===== src/rtl/wless_tx_scheduler.sv =====
// ---------------------------------------------------------------------------
// wless_tx_scheduler
//
// Decides when bytes held in the MCU receive buffer are forwarded to the
// wireless node UART. A packet starts immediately once the buffer holds at
// least START_WIRELESS_TRANS_VALUE bytes. A smaller amount is sent once the
// MCU has gone quiet for END_WAITING_SEND_WLESS_DATA cycles. At most
// MAX_PACKET bytes go out per packet. After a packet the scheduler waits
// for the node UART to report TX_complete before it considers the buffer
// again.
//
// Handshake: TX_use_node and buf_rd are one registered pulse driven from
// the same flop. In that cycle data_to_uart_node holds the byte that is
// pushed into the node UART and popped from the buffer. No push is issued
// while TX_flag_node (UART FIFO full) is high, and the scheduler holds for
// as long as needed. The buffer is expected to update buf_count/buf_data by
// the cycle after the pop pulse. The mandatory gap cycle after every issue
// gives it that time.
//
// Ports
//   internal_clk       in   clock, rising edge
//   rst                in   synchronous active-high reset
//   enable             in   mode allows wireless transmission
//   buf_count          in   bytes currently in the buffer
//   buf_data           in   head byte of the buffer
//   rx_byte_strobe     in   new MCU byte entered the buffer (restarts idle timer)
//   buf_rd             out  pop pulse to the buffer
//   TX_flag_node       in   node UART TX FIFO full
//   TX_complete        in   node UART has shifted out everything
//   TX_use_node        out  push pulse to the node UART
//   data_to_uart_node  out  byte pushed with TX_use_node
//   AUX                out  1 = idle, 0 = packet pending or in flight
//   state_wire         out  debug: IDLE=0, WAIT=1, SEND=2, DRAIN=3
// ---------------------------------------------------------------------------
module wless_tx_scheduler #(
  parameter int DATA_WIDTH                  = 8,
  parameter int COUNT_WIDTH                 = 10,
  parameter int START_WIRELESS_TRANS_VALUE  = 58,
  parameter int END_WAITING_SEND_WLESS_DATA = 6250,
  parameter int MAX_PACKET                  = 58
) (
  input  logic                   internal_clk,
  input  logic                   rst,
  input  logic                   enable,
  input  logic [COUNT_WIDTH-1:0] buf_count,
  input  logic [DATA_WIDTH-1:0]  buf_data,
  input  logic                   rx_byte_strobe,
  output logic                   buf_rd,
  input  logic                   TX_flag_node,
  input  logic                   TX_complete,
  output logic                   TX_use_node,
  output logic [DATA_WIDTH-1:0]  data_to_uart_node,
  output logic                   AUX,
  output logic [1:0]             state_wire
);

  // Counter widths sized so the terminal values fit without wrapping.
  localparam int TIMER_W = $clog2(END_WAITING_SEND_WLESS_DATA + 1);
  localparam int SENT_W  = $clog2(MAX_PACKET + 1);

  localparam logic [COUNT_WIDTH-1:0] START_C    = COUNT_WIDTH'(START_WIRELESS_TRANS_VALUE);
  localparam logic [TIMER_W-1:0]     TIMER_LAST = TIMER_W'(END_WAITING_SEND_WLESS_DATA - 1);
  localparam logic [SENT_W-1:0]      SENT_MAX   = SENT_W'(MAX_PACKET);
  localparam logic [SENT_W-1:0]      SENT_ONE   = SENT_W'(1);
  localparam logic [TIMER_W-1:0]     TIMER_ONE  = TIMER_W'(1);

  typedef enum logic [1:0] {
    ST_IDLE  = 2'd0,
    ST_WAIT  = 2'd1,
    ST_SEND  = 2'd2,
    ST_DRAIN = 2'd3
  } state_e;

  state_e                  state_q, state_d;
  logic [TIMER_W-1:0]      timer_q, timer_d;
  logic [SENT_W-1:0]       sent_q, sent_d;
  logic                    gap_q, gap_d;
  logic                    push_q, push_d;
  logic [DATA_WIDTH-1:0]   data_q, data_d;
  logic                    aux_q;

  // Shared decode used by both the next-state and output processes.
  logic buf_empty;
  logic at_threshold;
  logic timer_done;
  logic sent_full;
  logic send_slot;   // SEND cycle allowed to act: not a gap, FIFO not full
  logic issue;

  assign buf_empty    = (buf_count == '0);
  assign at_threshold = (buf_count >= START_C);
  assign timer_done   = (timer_q == TIMER_LAST);
  assign sent_full    = (sent_q == SENT_MAX);
  assign send_slot    = (state_q == ST_SEND) && !gap_q && !TX_flag_node;
  assign issue        = send_slot && !buf_empty && !sent_full;

  // -------------------------------------------------------------------------
  // State register and registered outputs
  // -------------------------------------------------------------------------
  always_ff @(posedge internal_clk) begin
    if (rst) begin
      state_q <= ST_IDLE;
      timer_q <= '0;
      sent_q  <= '0;
      gap_q   <= 1'b0;
      push_q  <= 1'b0;
      data_q  <= '0;
      aux_q   <= 1'b1;
    end else begin
      state_q <= state_d;
      timer_q <= timer_d;
      sent_q  <= sent_d;
      gap_q   <= gap_d;
      push_q  <= push_d;
      data_q  <= data_d;
      // AUX follows the registered state so it is exactly "state == IDLE".
      aux_q   <= (state_d == ST_IDLE);
    end
  end

  // -------------------------------------------------------------------------
  // Next-state logic
  // -------------------------------------------------------------------------
  always_comb begin
    state_d = state_q;
    unique case (state_q)
      ST_IDLE: begin
        if (enable && at_threshold) begin
          state_d = ST_SEND;
        end else if (enable && !buf_empty) begin
          state_d = ST_WAIT;
        end
      end
      ST_WAIT: begin
        // A strobe on the expiry cycle keeps us waiting.
        if (!enable || buf_empty) begin
          state_d = ST_IDLE;
        end else if (at_threshold) begin
          state_d = ST_SEND;
        end else if (timer_done && !rx_byte_strobe) begin
          state_d = ST_SEND;
        end
      end
      ST_SEND: begin
        // enable is deliberately ignored: a started packet always completes.
        if (send_slot && (buf_empty || sent_full)) begin
          state_d = ST_DRAIN;
        end
      end
      ST_DRAIN: begin
        if (TX_complete) begin
          state_d = ST_IDLE;
        end
      end
      default: state_d = ST_IDLE;
    endcase
  end

  // -------------------------------------------------------------------------
  // Output / counter logic
  // -------------------------------------------------------------------------
  always_comb begin
    timer_d = timer_q;
    sent_d  = sent_q;
    gap_d   = gap_q;
    push_d  = 1'b0;
    data_d  = data_q;
    unique case (state_q)
      ST_IDLE: begin
        // Cleared here so WAIT and SEND are both entered with fresh counters.
        timer_d = '0;
        sent_d  = '0;
        gap_d   = 1'b0;
      end
      ST_WAIT: begin
        sent_d = '0;
        gap_d  = 1'b0;
        if (rx_byte_strobe) begin
          timer_d = '0;
        end else if (!timer_done) begin
          timer_d = timer_q + TIMER_ONE;
        end
      end
      ST_SEND: begin
        if (gap_q) begin
          // Cycle in which the pop pulse is visible; the buffer head is stale.
          gap_d = 1'b0;
        end else if (issue) begin
          push_d = 1'b1;
          data_d = buf_data;
          sent_d = sent_q + SENT_ONE;
          gap_d  = 1'b1;
        end
      end
      ST_DRAIN: begin
        gap_d = 1'b0;
      end
      default: begin
        timer_d = '0;
        sent_d  = '0;
        gap_d   = 1'b0;
      end
    endcase
  end

  // One flop drives both pulses so they can never disagree.
  assign TX_use_node       = push_q;
  assign buf_rd            = push_q;
  assign data_to_uart_node = data_q;
  assign AUX               = aux_q;
  assign state_wire        = state_q;

endmodule

===== config.mk =====
export PLATFORM = sky130hd
export DESIGN_NAME = wless_tx_scheduler
export DESIGN_NICKNAME = d
export VERILOG_FILES = /design/src/rtl/wless_tx_scheduler.sv
export SDC_FILE = /design/constraint.sdc
export NUM_CORES = 1
export LEC_CHECK = 0
export ABC_AREA = 1
export BUFFER_PORTS_ARGS = -buffer_cell sky130_fd_sc_hd__buf_4
export CELL_PAD_IN_SITES_DETAIL_PLACEMENT = 2
export CELL_PAD_IN_SITES_GLOBAL_PLACEMENT = 2
export CORE_ASPECT_RATIO = 1.1
export CORE_MARGIN = 8
export CORE_UTILIZATION = 30
export CTS_CLUSTER_DIAMETER = 200
export CTS_CLUSTER_SIZE = 16
export DETAILED_ROUTE_END_ITERATION = 8
export PLACE_DENSITY = 0.76
export SLEW_MARGIN = 20
export SYNTH_ARGS = -nofsm -noshare
export SYNTH_HDL_FRONTEND = slang
export SYNTH_SLANG_ARGS = --single-unit

===== constraint.sdc =====
create_clock -name internal_clk -period 1.6 [get_ports internal_clk]
set_input_delay 0.48 -clock internal_clk [delete_from_list [all_inputs] [get_ports internal_clk]]
set_output_delay 0.48 -clock internal_clk [all_outputs]
set_load 0.1 [all_outputs]

# [Word-level counts from Yosys, hierarchy flattened]
# Cells that the tools add are included.
[totals] output_inout_bits=13 reg_bits=32
[classes] muxes=17 n_reduce_logical=27 n_eq_ne=8 bitwise=2 addsub=2 magnitude_cmp=1
[ops] cell="2-to-1 mux 13 bit" count=2
[ops] cell="case mux 13 bit (2 select lines)" count=1
[ops] cell="2-to-1 mux 2 bit" count=7
[ops] cell="adder 13 x 1 -> 13 bit, second input constant" count=1
[ops] cell="== test 13 bit, second input constant" count=1
[ops] cell="2-to-1 mux 6 bit" count=2
[ops] cell="case mux 6 bit (2 select lines)" count=1
[ops] cell=">= comparator 10 x 6 -> 1 bit, second input constant" count=1
[ops] cell="zero test 10 bit" count=1
[ops] cell="logical AND 1 bit" count=8
[ops] cell="case mux 2 bit (4 select lines)" count=1
[ops] cell="adder 6 x 1 -> 6 bit, second input constant" count=1
[ops] cell="== test 6 bit, second input constant" count=1
[ops] cell="zero test 1 bit" count=6
[ops] cell="AND reduction 3 bit" count=2
[ops] cell="== test 2 bit, second input constant" count=2
[ops] cell="zero test 2 bit" count=2
[ops] cell="!= test 2 bit, second input constant" count=2
[ops] cell="nonzero test 2 bit" count=2
[ops] cell="OR reduction 2 bit" count=2
[ops] cell="!= test 3 bit, second input constant" count=1
[ops] cell="OR reduction 3 bit" count=1
[ops] cell="== test 2 x 1 -> 1 bit, second input constant" count=1
[ops] cell="logical OR 1 bit" count=2
[ops] cell="other kinds (4)" count=6

# [Longest topological paths before layout]
[logic_depth] ltp_word=8 depth_mapped=14 depth_no_buf=14

# [Worst setup path before layout]
# No wires, ideal clock.
[synth_path] kind="register to register" start="register state_q[1] (netlist: state_wire[1])" end="register timer_q[6]" n_path_buf=0 setup_ns=0.115 setup_slack_ns=-0.600 path_stages_with_launch=7 t_arrival_ns=2.085 path_cell_list="dfxtp_1 -> inv_1 -> ha_1 -> o21ai_4 -> nand2_2 -> xnor2_1 -> and2_1"
[synth_via] elab_chain_cells=3
[synth_rtl] item="from (decl)" line="74" rtl="state_e state_q, state_d;"
[synth_rtl] item="from (signal assigned)" line="110" rtl="state_q <= state_d;"
[synth_rtl] item="== test 2 x 1 -> 1 bit / zero test 2 bit (equally long branches)" line="168" rtl="unique case (state_q)"
[synth_rtl] item="!= test 3 bit (no line) / nonzero test 2 bit (equally long branches)"
[synth_rtl] item="AND reduction 2 bit (no line)"
[synth_rtl] item="to (signal assigned)" line="111" rtl="timer_q <= timer_d;"
[synth_rtl] item="to (decl)" line="75" rtl="logic [TIMER_W-1:0] timer_q, timer_d;"
# Parallel ways exist; a longest one is shown, timed or not.
# A chain may end at the register's enable or synchronous reset.

# [Final worst setup path]
[layout_path] start="register state_q[1] (netlist: state_wire[1])" end="register aux_q (netlist: AUX)"
[layout_via] elab_chain_cells=7
[layout_rtl] item="== test 2 bit" line="94, 126"
[layout_rtl] item="logical AND 1 bit (2 in series)" line="94" rtl="assign send_slot = (state_q == ST_SEND) && !gap_q && !TX_flag_node;"
[layout_rtl] item="logical AND 1 bit" line="146" rtl="if (send_slot && (buf_empty || sent_full)) begin"
[layout_rtl] item="2-to-1 mux 2 bit" line="146"
[layout_rtl] item="case mux 2 bit (4 select lines) (*)" line="126" rtl="unique case (state_q)"
[layout_rtl] item="zero test 2 bit (*)" line="117" rtl="aux_q <= (state_d == ST_IDLE);"
[layout_rtl] item="to (signal assigned)" line="117"
[layout_rtl] item="to (decl)" line="80" rtl="logic aux_q;"
# Mark *: on every way between the ends. The rest lies on a longest branch, timed or not.

==> results.yml <==
finish:
  fill_cells: 727
  syn_to_final_growth_pct: 46.79
  fin_util: 0.4473
  drive_gt1_frac: 0.3929
  diodes: 0
  final_nets: 368
drt:
  dr.pass1.iters: 4
  vias: 1988
  wl_per_cell_um: 16.38
  drc: 0
  wirelength_mm: 6.814
  drt_iter0_drc: 51
  drt.antenna.violating_nets: 0
  viasPerCell: 4.779
yosys:
  yosys-top-cells-area: "dfxtp_1 35%, nand2_1 9.9%, inv_1 7.3%"
  synth_top_area_share: 0.3457
  postSynthAreaPerCell_um2: 7.127
  synth_seq_cells: 32
  seq_area_frac_synth: 0.3457
  netlist_top_cells_count: "49 x nand2_1, 36 x inv_1, 32 x dfxtp_1, 31 x nor2_1, 26 x a21oi_1"
  synth_area_um2: 1853
  syn_nets: 293
  synth.distinct_cells: 37
  synth_area_leader_cell: "dfxtp_1"
  yosysWarnings: 0
  async_reset_ff_frac: 0
  synth_edf_count: 0
  synthCells: 260
  yosysMostFrequentCell: "nand2_1"
  ys.flop_type: "dfxtp_1"
sta:
  max_freq_ghz: 0.5858
  slew_viol_final: 0
  finalCritPeriodShare: 1.067
  fin_skew_ns: 0.006293
  fin_ws_ns: -0.1071
  hold_viol_final: 0
  grt_setup_unrepaired: "yes"
  finalSetupViolCount: 3
  tightest_slew_ns: 0.3189
  fin_crit_ns: 1.707
  slew_headroom: 0.7863
cts:
  cts_buffer_depth: 2
  clk_latency_ns: 0.28
  cts_tree: "yes"
  htree_levels: 2
  cts.sinks: 32
  clkSlewWorstSetupHoldPaths_ns: 0.07
  root_buffer: "clkbuf_8"
  numCtsBuffers: 5
status:
  status: "finished, violations left"
  violations: "setup timing"
global_route:
  grt_max_degree: 18
  gr-total-overflow: 0
  grt_pass1_vias: 2177
  grt_pass1_wl_mm: 10.41
  track_usage: 0.1419
  grt_antenna_before_repair: 0
worst_setup_path:
  critPathKind: "reg2reg"
  reg2regPathDepth: 11
  cp.required_ns: 1.77
  worst_ep_arrival_time_ns: 1.88
  path_max_fanout: 4
  worstSetupEndpointType: "flop"
  r2r_slack_ns: -0.11
  start_kind: "flop"
placement:
  io_buffers: 36
  dp_slack_ns: -0.1887
  gp_congestion: 0.7329
  dp_hpwl_mm: 4.761
die:
  coreArea_um2: 6081
  io-pin-count: 37
  num_rows: 30
  start_util: 0.3047
  die_h_um: 98.43
  die_area_um2: 8950
  dieWidth_um: 90.94
power_and_ir_drop:
  peakVddDrop_mv: 0.4763
  power_density_nw_per_um2: 827.8
  leakage_uw: 0.001138
worst_hold_path:
  hold_class: "reg2reg"
  min_path_cells: 2
job:
  maxCapViolCount: 0
## per-layer routing
| metal | up-vias | share of wire | wire length (um) | track usage |
|---|---|---|---|---|
| met5 | - | 0 | 0 | 0 |
| met4 | 0 | 0.013 | 91 | 0.04035 |
| met3 | 7 | 0.030 | 202 | 0.03346 |
| met2 | 27 | 0.55 | 3748 | 0.2737 |
| met1 | 966 | 0.41 | 2771 | 0.1470 |
| li1 | 988 | - | - | - |
## layout make-up
type,instances,area (um2),area share
Tap cell,80,100.1,0.03680
Clock buffer,5,68.82,0.02530
Sequential cell,32,651.9,0.2397
Clock inverter,3,41.29,0.01518
Timing Repair Buffer,71,553.0,0.2033
Multi-Input combinational cell,185,1147,0.4218
Inverter,40,157.7,0.05796
## worst max-delay path, stage by stage, from the launching register on
cell and delay [ns]:
dfxtp_4 0.36, buf_6 0.11, ha_4 0.14, inv_2 0.05
nor3_4 0.28, nand2_1 0.14, nand2_1 0.10, nand2_1 0.07
nor2_1 0.13, nor2_1 0.07, nand2_1 0.09, nand2_1 0.05
## sequential cells by signal, indices dropped and copies added, names as in the netlist
name,cells
state_wire,2
AUX,1
sent_q,6
gap_q,1
data_to_uart_node,8
TX_use_node,1
timer_q,13
## per-stage QoR
stage	hold slack [ns]	setup TNS (ns)	std cells	power (uW)	cell area [um2]
5_1_grt	0.4743	-1.233	416	2357	2720
4_1_cts	0.4565	0	407	2221	2530
3_3_place_gp	0.4328	-0.1260	396	1382	2381
2_1_floorplan	0.4570	-0.05985	260	1208	1862
3_5_place_dp	0.4443	-0.8791	396	1399	2381
6_report	0.4452	-0.1275	416	2252	2720
## kinds of logic (layout without fill, tap and decap cells)
kind of cell               Yosys count  after routing  synth area share
adders and majority gates            9              9           0.06077
AOI/OAI and AO/OA                   55             56            0.1648
and+or+nand+nor                    115            115            0.3072
DFF                                 32             32            0.3457
buffers and inverters               44            119           0.09790
xor gates and xnor gates             5              5           0.02364
## layout by cell type, fill, tap and decap left out, types with 2 or more instances in the layout
master | Yosys | final
a21oi_1 | 26 | 24
a21oi_2 | 1 | 3
and3_1 | 2 | 2
buf_4 | 1 | 68
buf_6 | 0 | 2
clkbuf_8 | 0 | 5
dfxtp_1 | 32 | 27
dfxtp_2 | 0 | 3
dfxtp_4 | 0 | 2
ha_1 | 9 | 3
ha_2 | 0 | 4
ha_4 | 0 | 2
inv_1 | 36 | 32
inv_2 | 4 | 6
inv_4 | 0 | 2
nand2_1 | 49 | 44
nand2_2 | 3 | 6
nand2_4 | 1 | 3
nand3_1 | 12 | 11
nand3_2 | 1 | 2
nand4_1 | 3 | 3
nand4_4 | 2 | 2
nor2_1 | 31 | 27
nor2_2 | 4 | 6
nor2_4 | 0 | 2
nor3_2 | 1 | 2
o21a_1 | 2 | 2
o21ai_0 | 17 | 11
o21ai_1 | 3 | 8
o21ai_2 | 0 | 2
o21bai_1 | 2 | 2
or2_4 | 1 | 2
xnor2_1 | 2 | 2
xor2_1 | 3 | 3
## path summary, 6_finish.rpt
check                       startpoint              endpoint
setup / recovery         state_wire[1]                   AUX
hold / removal    data_to_uart_node[6]  data_to_uart_node[6]
setup reg to reg         state_wire[1]                   AUX
hold reg to reg   data_to_uart_node[6]  data_to_uart_node[6]
## power by group
part,total [uW],internal [uW],switching (uW)
clock,787,462,325
combinational,622,212,411
sequential,842,824,18.6
total,2250,1500,754
## what timing repair did
action,4_1_cts,5_1_grt
setup endpoints to repair,7,27
buffers inserted,2,9
hold buffers,0,0
cloned,1,0
resized for setup,6,39
pin swaps,3,9
(Power assumes the default switching activity.)
